===== src/rtl/fd_pipe_pkg.sv =====
// Shared constants and the parameter-legality check for the fd1p3_pipe register pipeline.
package fd_pipe_pkg;

    localparam int MAX_DEPTH = 16;
    localparam int MAX_WIDTH = 64;

    localparam string MODE_HOLD    = "HOLD";
    localparam string MODE_ELASTIC = "ELASTIC";

    localparam string GSR_ENABLED  = "ENABLED";
    localparam string GSR_DISABLED = "DISABLED";

    // True when the numeric ranges are supported and both string selectors were recognised.
    function automatic bit params_legal(
        input int width,
        input int depth,
        input bit mode_known,
        input bit gsr_known
    );
        return (width >= 1) && (width <= MAX_WIDTH) &&
               (depth >= 1) && (depth <= MAX_DEPTH) &&
               mode_known && gsr_known;
    endfunction

endpackage


===== src/rtl/fd_pipe_stage.sv =====
// One pipeline stage: a WIDTH-bit data register plus its valid bit.
// The stage supports a clock enable, a synchronous set/reset to INIT, and an asynchronous reset.
// GSR_EN selects whether the asynchronous reset also restores the data to INIT.
module fd_pipe_stage #(
    parameter int              WIDTH  = 8,
    parameter logic [WIDTH-1:0] INIT  = '0,
    parameter bit              GSR_EN = 1'b1
) (
    input  logic             clk,
    input  logic             rst_n,
    input  logic             sp,
    input  logic             lsr,
    input  logic             load,
    input  logic [WIDTH-1:0] d,
    input  logic             dv,
    output logic [WIDTH-1:0] q,
    output logic             qv
);

    logic [WIDTH-1:0] data_reg;
    logic             valid_reg;

    // The valid bit is always cleared asynchronously.
    // A load copies the incoming valid; LSR clears it.
    always_ff @(posedge clk or negedge rst_n) begin
        if (!rst_n) begin
            valid_reg <= 1'b0;
        end else if (sp) begin
            if (lsr) begin
                valid_reg <= 1'b0;
            end else if (load) begin
                valid_reg <= dv;
            end
        end
    end

    generate
        if (GSR_EN) begin : g_gsr
            // The data register returns to INIT on the asynchronous reset.
            always_ff @(posedge clk or negedge rst_n) begin
                if (!rst_n) begin
                    data_reg <= INIT;
                end else if (sp) begin
                    if (lsr) begin
                        data_reg <= INIT;
                    end else if (load) begin
                        data_reg <= d;
                    end
                end
            end
        end else begin : g_no_gsr
            // The data register keeps its contents while reset is held.
            // Edges that arrive during reset are simply ignored.
            always_ff @(posedge clk) begin
                if (rst_n && sp) begin
                    if (lsr) begin
                        data_reg <= INIT;
                    end else if (load) begin
                        data_reg <= d;
                    end
                end
            end
        end
    endgenerate

    assign q  = data_reg;
    assign qv = valid_reg;

endmodule


===== src/rtl/fd1p3_pipe.sv =====
// Clock-enabled register pipeline of DEPTH stages, each carrying WIDTH data bits and a valid bit.
// HOLD mode behaves as a lockstep delay line.
// ELASTIC mode is a bubble-collapsing valid/ready pipe, with the take chain kept in this module.
module fd1p3_pipe
    import fd_pipe_pkg::*;
#(
    parameter int               WIDTH = 8,
    parameter int               DEPTH = 4,
    parameter logic [WIDTH-1:0] INIT  = '0,
    parameter string            GSR   = "ENABLED",
    parameter string            MODE  = "HOLD"
) (
    input  logic             CK,
    input  logic             GSRN,
    input  logic             SP,
    input  logic             LSR,
    input  logic [WIDTH-1:0] D,
    input  logic             DV,
    output logic             DR,
    output logic [WIDTH-1:0] Q,
    output logic             QV,
    input  logic             QR
);

    localparam bit IS_ELASTIC = (MODE == MODE_ELASTIC);
    localparam bit MODE_KNOWN = IS_ELASTIC || (MODE == MODE_HOLD);
    localparam bit GSR_EN     = (GSR == GSR_ENABLED);
    localparam bit GSR_KNOWN  = GSR_EN || (GSR == GSR_DISABLED);

    generate
        if (!params_legal(WIDTH, DEPTH, MODE_KNOWN, GSR_KNOWN)) begin : g_bad_params
            $error("fd1p3_pipe: WIDTH/DEPTH out of range or unknown MODE/GSR");
        end
    endgenerate

    logic [WIDTH-1:0] stage_data [DEPTH];
    logic [DEPTH-1:0] stage_valid;
    logic [DEPTH-1:0] take;

    genvar gi;
    generate
        for (gi = 0; gi < DEPTH; gi++) begin : g_stage
            logic [WIDTH-1:0] src_data;
            logic             src_valid;

            // take_i = !v_i | take_{i+1}, with take_DEPTH = QR.
            // Unrolled, this is QR, or any empty stage at or after i.
            // Written this way, the chain never feeds back on its own vector.
            // HOLD mode shifts on every enabled edge.
            assign take[gi] = !IS_ELASTIC || QR || !(&stage_valid[DEPTH-1:gi]);

            if (gi == 0) begin : g_head
                assign src_data  = D;
                assign src_valid = DV;
            end else begin : g_body
                assign src_data  = stage_data[gi-1];
                assign src_valid = stage_valid[gi-1];
            end

            fd_pipe_stage #(
                .WIDTH  (WIDTH),
                .INIT   (INIT),
                .GSR_EN (GSR_EN)
            ) u_stage (
                .clk   (CK),
                .rst_n (GSRN),
                .sp    (SP),
                .lsr   (LSR),
                .load  (take[gi]),
                .d     (src_data),
                .dv    (src_valid),
                .q     (stage_data[gi]),
                .qv    (stage_valid[gi])
            );
        end
    endgenerate

    // In ELASTIC mode, ready depends combinationally on QR through the take chain; there is no skid buffer.
    assign DR = IS_ELASTIC ? (take[0] & SP) : SP;
    assign Q  = stage_data[DEPTH-1];
    assign QV = stage_valid[DEPTH-1];

endmodule

===== config.mk =====
export PLATFORM = sky130hd
export DESIGN_NAME = fd1p3_pipe
export DESIGN_NICKNAME = d
export VERILOG_FILES = /design/src/rtl/fd_pipe_pkg.sv /design/src/rtl/fd_pipe_stage.sv /design/src/rtl/fd1p3_pipe.sv
export SDC_FILE = /design/constraint.sdc
export NUM_CORES = 1
export LEC_CHECK = 0
export CAP_MARGIN = 20
export CORE_ASPECT_RATIO = 0.8
export CORE_UTILIZATION = 52
export DETAILED_ROUTE_END_ITERATION = 7
export PLACE_DENSITY = 0.77
export SYNTH_ARGS = -nofsm -noshare
export SYNTH_HDL_FRONTEND = slang
export SYNTH_SLANG_ARGS = --single-unit

===== constraint.sdc =====
create_clock -name CK -period 0.9 [get_ports CK]
set_input_delay 0.135 -clock CK [delete_from_list [all_inputs] [get_ports CK]]
set_output_delay 0.135 -clock CK [all_outputs]
set_load 0.005 [all_outputs]

==> Yosys cells after proc, flatten, opt, wreduce, memory -nomap -nowiden <==
Index checks and enable logic that the tools add are counted.
Widths: inputs -> output; s select.
{ "classes": {"n_mux": 8} }
{ "op_table": {"columns": ["op", "n"], "rows": [
  ["$mux 8", 4],
  ["$mux 1", 4]
]} }
{ "totals": {"register_bits": 36, "inputBits": 14, "out_inout_bits": 10} }

==> Depth between registers and ports, before layout <==
Gate-level depths: netlist of the first run.
{ "depth": {"ltp_word": 1, "mapped_depth": 4} }

==> Cells and area by module <==
From an unflattened synthesis of the first run, not the netlist that was laid out.
{ "unflattened": {"hier_cells": 198, "hier_area_um2": 2098.3} }
{ "by_module_without_submodules": {"columns": ["module", "n_inst", "cells_each", "area_each_um2", "seq_area_each_um2"], "rows": [
  ["fd_pipe_stage", 4, 49, 521.8, 225.2],
  ["fd1p3_pipe", 1, 2, 11.3, 0.0]
]} }

==> Worst setup path before layout of the first run <==
No wires, ideal clock.
{ "synth_timing": {"path_type": "input to register", "start": "in SP", "end": "reg g_stage[3].u_stage.data_reg[6]", "setup_time_ns": 0.121, "arrival_ns": 0.618, "required_time_ns": 0.779, "path_slack_ns": 0.161, "stages": 3, "n_path_buf": 1, "cell_sequence": "buf_4 -> nor2b_2 -> a22o_1"} }
{ "synth_rtl": {"columns": ["item", "line", "text"], "rows": [
  ["start: declaration", "fd1p3_pipe.sv:15", "input logic SP,"],
  ["end signal: assignment", "fd_pipe_stage.sv:42", "data_reg <= INIT;"],
  ["end signal: assignment", "fd_pipe_stage.sv:45", "data_reg <= INIT;"],
  ["end signal: assignment", "fd_pipe_stage.sv:47", "data_reg <= d;"],
  ["end: declaration", "fd_pipe_stage.sv:20", "logic [WIDTH-1:0] data_reg;"]
]} }

==> Worst setup path after layout of the first run <==
{ "layout_timing": {"start": "reg g_stage[3].u_stage.data_reg[4]", "end": "out Q[4]"} }
{ "layout_rtl": {"columns": ["item", "line", "text"], "rows": [
  ["end: declaration", "fd1p3_pipe.sv:20", "output logic [WIDTH-1:0] Q,"]
]} }
No word-level cell between the ends.

==> results of run 1 <==
-- cells by family (layout without fill, tap and decap cells) --
| logic type | after synthesis | after routing | share of synthesized area (%) |
|---|---|---|---|
| compound gates | 36 | 36 | 17.9 |
| buf+inv | 31 | 64 | 9.25 |
| flops | 36 | 36 | 57.9 |
| simple gates | 33 | 33 | 15.0 |
-- state kept, by name (all words and copies together), names as in the netlist --
register and cells:
g_stage.u_stage.q 32, g_stage.u_stage.qv 4
-- synthesized netlist by cell type --
| cell | count | area, um^2 |
|---|---|---|
| nand2b_1 | 13 | 81.3 |
| clkbuf_2 | 1 | 5.00 |
| nor2b_2 | 1 | 8.76 |
| inv_1 | 19 | 71.3 |
| a22o_1 | 4 | 35.0 |
| o31ai_2 | 10 | 125 |
| dfrtp_1 | 36 | 901 |
| o21ai_0 | 2 | 10.0 |
| o21ai_1 | 17 | 85.1 |
| buf_4 | 2 | 15.0 |
| nand3b_1 | 19 | 143 |
| inv_4 | 1 | 6.26 |
| buf_2 | 7 | 35.0 |
| o31ai_1 | 3 | 22.5 |
| buf_6 | 1 | 11.3 |
-- per-stage QoR --
stage               utilization (%)  instance area (um^2)  setup TNS (ps)
global placement               66.4                  1860          -12450
CTS                            69.9                  1960            -340
global route                   69.9                  1960            -529
detailed placement             66.4                  1860          -13080
finish                         69.9                  1960            -244
floorplan                         -                  1560               0
-- report_power, final --
group	internal (mW)	total [mW]	switching, mW
clock	0.624	1.17	0.545
sequential	1.71	1.75	0.0387
combinational	0.194	0.391	0.196
-- repair_timing --
action | in CTS | in global routing
hold buffers | 0 | 0
gates resized for setup | 40 | 0
buffers inserted | 3 | 0
pin swaps | 1 | 0
gates cloned | 1 | 0
endpoints found under the setup margin | 38 | 9
-- worst paths after layout --
path                                               from  slack (ps)  depth (start not counted)                      end
worst max-delay path            g_stage[3].u_stage.q[4]         -40                          1                     Q[4]
worst min-delay path                               GSRN         220                          2  g_stage[3].u_stage.q[1]
worst max register to register  g_stage[3].u_stage.q[4]          50                          2  g_stage[3].u_stage.q[4]
worst min register to register  g_stage[3].u_stage.q[5]         490                          2  g_stage[3].u_stage.q[5]
max in group asynchronous                          GSRN         490                          2  g_stage[1].u_stage.q[6]
min in group CK                                      SP         360                          3  g_stage[0].u_stage.q[6]
-- cells in the final DEF (no fill, tap or decap), types with 6 or more instances in the layout --
master and n:
inv_1 19, nand3b_1 19, dfrtp_1 36, o21ai_1 17, buf_4 10, clkdlybuf4s50_1 10, clkbuf_8 6, buf_2 9
o31ai_2 10, nand2b_1 13
-- layer usage --
metal	routed length, um	track usage [%]	part of all wire, %	vias up
met1	1350	28.4	46	546
met5	0	0	0	-
met4	38	12.4	1.3	0
li1	-	-	-	518
met3	141	7.59	4.8	3
met2	1400	33.0	48	26
-- area by class of cell --
class | instances | share of cell area, %
Tap cell | 38 | 2.42
Clock buffer | 8 | 4.59
Sequential cell | 36 | 45.9
Inverter | 20 | 3.95
Timing Repair Buffer | 36 | 16.8
Multi-Input combinational cell | 69 | 26.3
==> impl_metrics.toml, run 1 <==
[timing]
report.final.slew_viol_count = 0
relSlewSlack_pct = 82.0
setup_viol = 9
fin_ws_ps = -36.9
period_needed_ps = 937
finClkSkew_ps = 4.95
worst_pin_slew_ps = 269
final_hold_viol_count = 0
rsz0062_at_grt = "yes"
whs_ps = 218
fmax_mhz = 1070
fin_crit_sh_pct = 104

[setup_path]
slowest_delay_ps = 380
path_buf_inv = 1
crit_family = "flip-flops"
worstSetupPathType = "flop to primary output"
path_max_fanout = 2
path_cells = "buf_2"
cp.arrival_ps = 800
cp-start-kind = "flop"
cp-end-kind = "primary output"
crit_required_ps = 760
crit_slowest_cell = "dfrtp_1"

[power]
p_leak_nw = 0.907
report.power.total_mw = 3.31
power_density_mw_per_mm2 = 1690
peakVddDrop_mv = 1.16

[synthesis]
yosysSeqAreaShare_pct = 57.9
ys_warn_count = 0
synth_cells = 136
ys_ff_latch = 36
synth.avg_cell_area_um2 = 11.4
syn-cell-area_mm2 = 0.00156
ys_types = 15
synth_nets = 150

[final_layout]
diodes = 0
drive_gt1_share_pct = 24.3
finalNonFillerCells = 207
seq_area_um2 = 901
nFillCells = 230
multi_input_area_um2 = 515
area_delta_synth_final_pct = 26.1
layout.nets = 182

[placed_design]
pre_cts_slack_ps = -419
globalplace.congestion = 0.739
port_buffers = 22
hpwl_mm = 1.73
post-place-cells = 196

[outcome]
violations = "negative setup slack"
status = "finished with violations"

[clock_network]
cts_tree = "yes"
clock_path_buffers = 2
numCtsBuffers = 5
clock_latency_ps = 290
cts-root-buf = "clkbuf_8"
cts.sinks = 36
ctsHtreeMaxLevel = 2
clk_pin_slew_worst_paths_ps = 70

[die]
dieWidth_um = 63.1
rows = 17
coreArea_mm2 = 0.00281
die_h_um = 50.9
ios = 24
start_util_pct = 55.4
die_area_mm2 = 0.00322

[detailed_routing]
drtAntennaViolNets = 0
drt_iter0_drc = 49
drc = 0
drt-total-wl_mm = 2.93
via_count = 1093
dr.pass1.iters = 4
wl_per_cell_um = 14.1
vias_per_cell = 5.28

[min_path]
worst_hold_path_type = "input port to async pin"

[flow_run]
timing.max_cap.violations = 0

[grt]
overflow = 0
grt_pass1_vias = 1108
grt_usage_pct = 22.1
grt_first_pass_wirelength_mm = 5.20
grt_max_degree = 37
antenna_found_initial = 0
(Power assumes the default switching activity.)
==> run 2: changes to the inputs <==
--- a/config.mk
+++ b/config.mk
@@ -5,7 +5,6 @@
 export SDC_FILE = /design/constraint.sdc
 export NUM_CORES = 1
 export LEC_CHECK = 0
-export CAP_MARGIN = 20
 export CORE_ASPECT_RATIO = 0.8
 export CORE_UTILIZATION = 52
 export DETAILED_ROUTE_END_ITERATION = 7
==> results of run 2 <==
Final layout, timing and power as in run 1 (identical DEF).
==> run 3: changes to the inputs <==
--- a/config.mk
+++ b/config.mk
@@ -6,9 +6,10 @@
 export NUM_CORES = 1
 export LEC_CHECK = 0
 export CORE_ASPECT_RATIO = 0.8
-export CORE_UTILIZATION = 52
+export CORE_UTILIZATION = 56
 export DETAILED_ROUTE_END_ITERATION = 7
-export PLACE_DENSITY = 0.77
+export PLACE_DENSITY = 0.8
 export SYNTH_ARGS = -nofsm -noshare
 export SYNTH_HDL_FRONTEND = slang
+export SYNTH_HIERARCHICAL = 1
 export SYNTH_SLANG_ARGS = --single-unit
==> run 3 against run 2 <==
Against the previous run: the run still ends with negative setup slack left; fmax decreased by 6.0%; sequential cell count unchanged; power is 16% higher; clock skew is 0.80 ps lower; synthesized cell count is 46% higher; die area grew 24%; non-clock buffer count grew 5; worst setup slack got worse by 60 ps; final cell count rose by 32%; first-iteration DRC count rose to 2.7 times the previous value; largest power group unchanged.
==> impl_metrics.toml, run 3 <==
[outcome]
status = "finished with violations"
violations = "negative setup slack"

[power]
peakVddDrop_mv = 0.952
p_leak_nw = 1.05
power_density_mw_per_mm2 = 1530

[clock_network]
clk_pin_slew_worst_paths_ps = 70
ctsHtreeMaxLevel = 2
cts.sinks = 36
cts-root-buf = "clkbuf_8"
cts-hold-fix-buffers = 0
numCtsBuffers = 5
cts_tree = "yes"
clock_path_buffers = 2
clock_latency_ps = 280

[timing]
rsz0062_at_grt = "yes"
finClkSkew_ps = 4.14
setup_viol = 20
final_hold_viol_count = 0
fmax_mhz = 1000
fin_crit_sh_pct = 111
whs_ps = 224
fin_ws_ps = -97.0
report.final.slew_viol_count = 0
setup_tns_ps = -883
period_needed_ps = 997

[detailed_routing]
drt-total-wl_mm = 4.23
dr_wl_met3_um = 154
drtAntennaViolNets = 0
wl_per_cell_um = 15.4
dr.pass1.iters = 4
top_layer_used = "met4"
via_count = 1580
drc = 0
drt_iter0_drc = 131
vias_per_cell = 5.77
wl_met2_mm = 2.14
wl_met1_mm = 1.88

[flow_run]
timing.max_cap.violations = 0

[setup_path]
cp-startpoint = "g_stage[3].u_stage/qv"
r2r_start = "g_stage[3].u_stage/qv"
cp-end-kind = "flop"
path_cells = "buf_6, nor2b_4, a221o_1"
slowest_delay_ps = 400
reg2reg_depth = 3
crit_family = "flip-flops"
crit_required_ps = 1070
cp-start-kind = "flop"
crit_slowest_cell = "dfrtp_1"
crit_end = "g_stage[3].u_stage/qv"
cp.arrival_ps = 1160
rrSetupSlack_ps = -100
path_buf_inv = 1
cp_num_cells = 3
path_max_fanout = 2
worstSetupPathType = "flop to flop"
reg2reg_to = "g_stage[3].u_stage/qv"

[synthesis]
yosysSeqAreaShare_pct = 42.9
synth.avg_cell_area_um2 = 10.6
synth_cells = 198
async_flop_share_pct = 100
ys_ff_latch = 36
ys_types = 14
synth_top_area_cell = "dfrtp_1"
synth.most_common_cell = "dfrtp_1"
synth_edf_count = 0
yosys.area.top_type_share_pct = 42.9
ys.flop_type = "dfrtp_1"
syn-cell-area_mm2 = 0.00210
ys_warn_count = 6
synth_common_cells = "36 x dfrtp_1, 24 x inv_1, 24 x nand2b_1, 24 x nand3_1, 24 x o221ai_2"
synth.area.top_cells = "dfrtp_1 43%, o221ai_2 17%, nand2b_1 7.2%, a221o_1 5.7%, nand3_1 5.7%"

[placed_design]
globalplace.congestion = 0.736
port_buffers = 22
hpwl_mm = 2.89
placed_area_mm2 = 0.00237

[die]
dieWidth_um = 70.4
rows = 19
ios = 24
die_area_mm2 = 0.00400
start_util_pct = 60.0
coreArea_mm2 = 0.00349
die_h_um = 56.8

[final_layout]
diodes = 0
nFillCells = 261
area_delta_synth_final_pct = 19.4
layout.nets = 246
seq_area_um2 = 901
largest_reg_flops = 32
final_cell_mix = "36 x dfrtp_1, 24 x nand3_1, 24 x inv_1, 24 x o221ai_2, 23 x nand2b_1"
drive_gt1_share_pct = 27.6
multi_input_area_mm2 = 0.00101
final_area_mm2 = 0.00251
final_common_cell = "dfrtp_1"

[grt]
grt_first_pass_wirelength_mm = 7.47
grt_max_degree = 49
overflow = 0
antenna_found_initial = 0
grt_pass1_vias = 1606
grt_usage_pct = 23.8

[min_path]
worst_hold_path_type = "input port to async pin"
[run 3: cell types whose count changed after synthesis, moves of 5 or more]
cell      previous run  this run
a221o_1              0        12
and2_1               0        12
buf_6                1         8
inv_1               19        24
nand2b_1            13        24
nand3_1              0        24
nand3b_1            19         0
nor2b_1              0        16
o21ai_1             17         0
o221ai_2             0        24
o31ai_2             10         0
[run 3: repair_timing]
| action | 4_1_cts | 5_1_grt |
|---|---|---|
| endpoints found under the setup margin | 45 | 21 |
| pin swaps | 6 | 4 |
| gates resized for setup | 40 | 5 |
| buffers inserted | 7 | 2 |
[run 3: cells by family (layout without fill, tap and decap cells)]
family / count (synthesis) / after routing / share of synthesized area (%)
DFF: 36 / 36 / 42.9
buffers and inverters: 41 / 72 / 10.9
other: 1 / 4 / 0.179
AOI/OAI and AO/OA: 36 / 36 / 22.9
and+or+nand+nor: 84 / 84 / 23.1
[run 3: worst min path at each step]
stage                              end                    start
4_1_cts        g_stage[3].u_stage/q[1]                     GSRN
3_3_place_gp   g_stage[2].u_stage/q[3]  g_stage[2].u_stage/q[3]
6_report       g_stage[0].u_stage/q[0]                     GSRN
3_5_place_dp   g_stage[2].u_stage/q[2]  g_stage[2].u_stage/q[2]
5_1_grt        g_stage[0].u_stage/q[3]                     GSRN
2_1_floorplan  g_stage[0].u_stage/q[0]                     GSRN
[run 3: final cells by class]
type | instances | area share, %
Multi-Input combinational cell | 124 | 40.1
Sequential cell | 36 | 35.9
Timing Repair Buffer | 41 | 14.4
Clock buffer | 7 | 3.84
Inverter | 24 | 3.59
Tap cell | 42 | 2.10
[run 3: power breakdown]
group / leakage (nW) / internal [mW] / switching [mW]
clock network: 0.0503 / 0.681 / 0.545
logic: 0.517 / 0.371 / 0.364
registers: 0.487 / 1.76 / 0.115
total: 1.05 / 2.82 / 1.02
[run 3: per-layer routing]
layer	track usage [%]	vias to the layer above
li1	-	751
met1	31.8	794
met2	38.4	27
met3	6.64	8
met4	5.71	0
met5	0	-
[run 3: per-stage QoR]
| stage | cells | power, mW | utilization, % | setup WS, ps |
|---|---|---|---|---|
| after CTS | 272 | 3.83 | 70.7 | -107 |
| after global routing | 274 | 4.05 | 71.7 | -113 |
| after detailed placement | 260 | 2.61 | 67.7 | -411 |
| final | 274 | 3.84 | 71.7 | -97.0 |
| after global placement | 260 | 2.56 | 67.7 | -385 |
| after floorplan | 201 | 2.34 | - | 17.8 |
